`src/rtl/piso_tx_pkg.sv`:
```
// piso_tx_pkg: shared state encoding and serial line levels for piso_tx.
// Macro PISO_TX_PARITY_EN adds the PAR state to the enumeration.
package piso_tx_pkg;
`ifdef PISO_TX_PARITY_EN
  typedef enum logic [2:0] {
    IDLE  = 3'd0,
    START = 3'd1,
    DATA  = 3'd2,
    STOP  = 3'd3,
    PAR   = 3'd4
  } state_t;
`else
  typedef enum logic [2:0] {
    IDLE  = 3'd0,
    START = 3'd1,
    DATA  = 3'd2,
    STOP  = 3'd3
  } state_t;
`endif
  localparam logic SO_IDLE  = 1'b1;
  localparam logic SO_START = 1'b0;
  localparam logic SO_STOP  = 1'b1;
endpackage

```
`src/rtl/piso_bit_timer.sv`:
```
// piso_bit_timer: DIV-cycle down-counter producing a tick on the last cycle of each bit.
// Ports: i_clk (updates on falling edge), i_rst (async clear), i_restart (reload on a frame load),
//        o_tick (high during the final cycle of the current bit period).
module piso_bit_timer #(
  parameter int DIV = 4
) (
  input  logic i_clk,
  input  logic i_rst,
  input  logic i_restart,
  output logic o_tick
);
  localparam logic [7:0] RELOAD = 8'(DIV - 1);
  logic [7:0] r_cnt;
  assign o_tick = (r_cnt == 8'd0);
  always_ff @(negedge i_clk or posedge i_rst)
    if (i_rst)
      r_cnt <= 8'd0;
    else
      r_cnt <= (i_restart || o_tick) ? RELOAD : r_cnt - 8'd1;
endmodule

```
`src/rtl/piso_tx.sv`:
```
// piso_tx: parallel-in serial-out frame transmitter (start, WIDTH data bits LSB first, stop).
// Ports: C clock (falling edge), RE async active-high reset, D parallel word, LD load strobe,
//        SO registered serial line (idles high), BUSY frame in progress, DONE one-cycle end-of-frame pulse.
// Macro PISO_TX_PARITY_EN inserts an even-parity bit between the data bits and the stop bit.
module piso_tx
  import piso_tx_pkg::*;
#(
  parameter int WIDTH = 8,
  parameter int DIV   = 4
) (
  input  logic             C,
  input  logic             RE,
  input  logic [WIDTH-1:0] D,
  input  logic             LD,
  output logic             SO,
  output logic             BUSY,
  output logic             DONE
);
  state_t           r_state, w_state_n;
  logic [WIDTH-1:0] r_shift, w_shift_n;
  logic [3:0]       r_bit, w_bit_n;
  logic             r_so, w_so_n;
  logic             r_done, w_done_n;
  logic             w_tick, w_load;
`ifdef PISO_TX_PARITY_EN
  logic             r_par;
`endif
  assign w_load = (r_state == IDLE) && LD;
  assign SO     = r_so;
  assign DONE   = r_done;
  assign BUSY   = (r_state != IDLE);
  piso_bit_timer #(.DIV(DIV)) u_timer (
    .i_clk    (C),
    .i_rst    (RE),
    .i_restart(w_load),
    .o_tick   (w_tick)
  );
  // The shift register always holds the bits still to be sent; each bit is
  // moved into r_so as it starts so SO never depends on D or LD combinationally.
  always_comb begin
    w_state_n = r_state;
    w_shift_n = r_shift;
    w_bit_n   = r_bit;
    w_so_n    = r_so;
    w_done_n  = 1'b0;
    case (r_state)
      IDLE: if (LD) begin
        w_state_n = START;
        w_shift_n = D;
        w_bit_n   = 4'd0;
        w_so_n    = SO_START;
      end
      START: if (w_tick) begin
        w_state_n = DATA;
        w_so_n    = r_shift[0];
        w_shift_n = r_shift >> 1;
      end
      DATA: if (w_tick) begin
        if (r_bit == 4'(WIDTH - 1)) begin
`ifdef PISO_TX_PARITY_EN
          w_state_n = PAR;
          w_so_n    = r_par;
`else
          w_state_n = STOP;
          w_so_n    = SO_STOP;
`endif
        end else begin
          w_bit_n   = r_bit + 4'd1;
          w_so_n    = r_shift[0];
          w_shift_n = r_shift >> 1;
        end
      end
`ifdef PISO_TX_PARITY_EN
      PAR: if (w_tick) begin
        w_state_n = STOP;
        w_so_n    = SO_STOP;
      end
`endif
      STOP: if (w_tick) begin
        w_state_n = IDLE;
        w_so_n    = SO_IDLE;
        w_done_n  = 1'b1;
      end
      default: begin
        w_state_n = IDLE;
        w_so_n    = SO_IDLE;
      end
    endcase
  end
  always_ff @(negedge C or posedge RE)
    if (RE) begin
      r_state <= IDLE;
      r_shift <= '0;
      r_bit   <= 4'd0;
      r_so    <= SO_IDLE;
      r_done  <= 1'b0;
    end else begin
      r_state <= w_state_n;
      r_shift <= w_shift_n;
      r_bit   <= w_bit_n;
      r_so    <= w_so_n;
      r_done  <= w_done_n;
    end
`ifdef PISO_TX_PARITY_EN
  // Parity is taken from the whole word at load time, before shifting consumes it.
  always_ff @(negedge C or posedge RE)
    if (RE)
      r_par <= 1'b0;
    else if (w_load)
      r_par <= ^D;
`endif
endmodule

```
`config.mk`:
```
export PLATFORM = sky130hd
export DESIGN_NAME = piso_tx
export DESIGN_NICKNAME = d
export VERILOG_FILES = /design/src/rtl/piso_tx_pkg.sv /design/src/rtl/piso_bit_timer.sv /design/src/rtl/piso_tx.sv
export SDC_FILE = /design/constraint.sdc
export NUM_CORES = 1
export LEC_CHECK = 0
export CORE_UTILIZATION = 52
export CTS_BUF_LIST = sky130_fd_sc_hd__clkbuf_2
export DETAILED_ROUTE_END_ITERATION = 16
export GPL_TIMING_DRIVEN = 0
export PLACE_DENSITY = 0.83
export SLEW_MARGIN = 20
export SYNTH_ARGS = -nofsm -noshare
export SYNTH_HDL_FRONTEND = slang
export SYNTH_SLANG_ARGS = --single-unit
```
`constraint.sdc`:
```
create_clock -name C -period 2.1 [get_ports C]
set_input_delay 0.525 -clock C [delete_from_list [all_inputs] [get_ports C]]
set_output_delay 0.525 -clock C [all_outputs]
set_load 0.03 [all_outputs]
```
==> run metrics <==
uppermost layer routed met4; global-route usage over all layers 24.5%; initial antenna violation count 0; Tightest Hold Check Type flip-flop to flip-flop; crit-path cells inv_2 > ha_4 > inv_4 > buf_6; CTS Buf Count 3; Detailed Route WL 3.04 mm; num rows 18; HPWL Detailed 1.81 mm; cts hold-fix bufs 0; DR WL met2 1.58 mm; final-stage net count 171; Critical Path RT 1.57 ns; DRC viols 0; gr ovfl total 0; post-route ant nets 0; commonest cells after routing, fill and taps aside dfrtn_1 (23), mux2_4 (16), nand2_1 (13); Vias/cell 5.72; WHS Path Cells 1; Core ar. 2450 sq um; RSZ-0062 raised after global routing yes; Synth Instances 124; Cell variety after synth 35; final core occ 71.9%; Storage cell area 602 sq um; reg2reg start r_state[0]; setup ws final -0.692 ns; first-pass GRT wire length 4.85 mm; CTS Sinks 24; Post-Syn Area 1340 sq um; failing checks setup timing; data arrival time of the critical path 2.27 ns; Worst Path Max Fanout 2; H-tree levels 1; synthesized flop and latch total 24; commonest non-fill, non-tap cell in the layout dfrtn_1; Antenna Diode Count 0; 1st-iter DRT viols 17; crit path from r_state[0]; die width 52.7 microns; CTS tree done; Worst Setup Start Kind flip-flop; crit-path max cell delay 0.50 ns; Crit Path Class flip-flop to output pin; final instance area 1770 sq um; Clock transition at path regs 0.18 ns; first drt pass iteration count 4; Multi-input gate area 806 sq um; status finished, violations left; share of cells above drive strength 1 37.1%; vias in the first global route 1038; largest net degree at the start of global routing 25; Via Count 1036; drt wl/cell 16.8 microns; root buf cell clkbuf_2; Max-Cap Viols 0; M1 WL 1.32 mm; PwrDens 1780 nW/um^2; Mapped Nets 143; Worst Tran Pin Value 0.557 ns; reg2reg end r_shift[3]; sequential share of the synthesized area 45.0%; starting density of the core 54.5%; critical path's slowest cell dfrtn_1; Buf/Inv on CP 3; Max IR drop VDD 1.16 mV; Avg Synthesized Cell Area 10.8 sq um; Final Setup Violations 16; Final Skew 0.0977 ns; placed cell area 1530 sq um; Port-buffer cells 13; Crit path depth 4; Routed met3 length 122 microns; Max Slew Vio Count 0; Crit. End Element output pin; Setup Slack @ Placement -1.13 ns; cells on worst reg2reg path 8; slew margin rel. 62.8%; Pleak 0.849 nW; Area Growth Syn to Fin 32.0%; Crit path max-delay family flip-flops; # IOs 14; gp weighted congestion 0.820; Max clock buf depth 2; Worst-Skew Late Latency 0.41 ns; Worst R2R Setup Slack -0.11 ns; Yosys warning count 0; Final Hold Vio Count 0; Setup crit end BUSY; fillers 178; DIE AREA 2780 sq um; die span in y 52.7 microns
## through the flow
stage	hold slack, ns	cells	total power [mW]	TNS (ns)
2_1_floorplan	0.339	124	1.94	-4.83
3_3_place_gp	0.366	167	2.16	-31.40
3_5_place_dp	0.387	167	2.24	-32.26
4_1_cts	0.393	179	3.02	-3.31
5_1_grt	0.439	181	3.35	-3.63
6_report	0.392	181	3.15	-3.36
## repair_timing
item                                    CTS  global route
resized for setup                        56             7
setup buffers                             8             2
pin swaps                                 4             2
endpoints found under the setup margin   50            16
## worst register-to-register path: stages (launching register included)
cell,delay [ns]
dfrtn_1,0.50
inv_2,0.06
buf_4,0.13
ha_1,0.26
or2_2,0.36
o211ai_1,0.26
a21oi_4,0.06
buf_12,0.15
mux2_4,0.30
## kinds of logic (layout without fill, tap and decap cells)
kind of cell,after synthesis,in the layout,share of synthesized area [%]
compound gates,18,18,9.54
fa+ha+maj,8,8,7.48
flops,24,24,45.0
mux,17,17,14.3
buf+inv,10,37,2.81
xor+xnor,5,5,3.27
simple gates,42,42,17.6
## final cells by class
cell class / count / share of cell area (%)
Buffer: 2 / 0.496
Clock buffer: 3 / 0.850
Clock inverter: 2 / 1.91
Inverter: 7 / 1.84
Multi-Input combinational cell: 90 / 45.6
Sequential cell: 24 / 34.1
Tap cell: 30 / 2.13
Timing Repair Buffer: 23 / 13.0
## registers in the layout, summed over array words and instances, names as in the netlist
name / cells
u_timer.r_cnt: 8
r_bit: 4
r_state: 2
r_shift: 8
DONE: 1
SO: 1
## worst min path at each step
stage | from | slack, ns | to
after floorplan | u_timer.r_cnt[0] | 0.34 | u_timer.r_cnt[0]
after global placement | u_timer.r_cnt[0] | 0.37 | u_timer.r_cnt[0]
after detailed placement | u_timer.r_cnt[0] | 0.39 | u_timer.r_cnt[0]
after CTS | u_timer.r_cnt[0] | 0.39 | u_timer.r_cnt[0]
after global routing | u_timer.r_cnt[0] | 0.44 | u_timer.r_cnt[0]
final | u_timer.r_cnt[0] | 0.39 | u_timer.r_cnt[0]
## routing by layer
metal | GRT usage [%] | vias up
met5 | 0 | -
met4 | 7.02 | 0
met3 | 4.64 | 2
met2 | 43.0 | 35
met1 | 30.0 | 507
li1 | - | 492
## report_power, final
| group | internal [mW] | total (mW) | switching [mW] |
|---|---|---|---|
| Clock | 0.166 | 0.333 | 0.167 |
| Sequential | 0.691 | 0.877 | 0.185 |
| Combinational | 1.07 | 1.94 | 0.872 |
| Total | 1.92 | 3.15 | 1.22 |
## cell usage after synthesis
cell type	instances	area, sq um
o32a_1	1	10.0
nand2_1	14	52.6
nand4b_1	2	17.5
o311ai_0	1	8.76
nor3_1	2	10.0
o21ai_0	4	20.0
o31ai_1	2	15.0
xor2_1	3	26.3
and3b_1	1	8.76
nor4_4	1	21.3
a31oi_1	1	6.26
clkbuf_1	1	3.75
and3_1	1	6.26
ha_1	8	100
nand2_2	1	6.26
buf_1	1	3.75
dfstp_2	1	26.3
or4_1	1	7.51
and2_2	1	7.51
xnor2_1	2	17.5
nor2b_1	1	6.26
nand2b_1	1	6.26
or2_2	1	6.26
nand3_1	3	15.0
nor3b_2	1	12.5
o211ai_1	3	22.5
dfrtn_1	23	576
mux2_2	17	191
and2_1	1	6.26
o221ai_1	1	8.76
nor2_1	8	30.0
a21oi_4	1	16.3
inv_1	8	30.0
a21oi_1	4	20.0
and3_2	2	15.0
(Power assumes the default switching activity.)
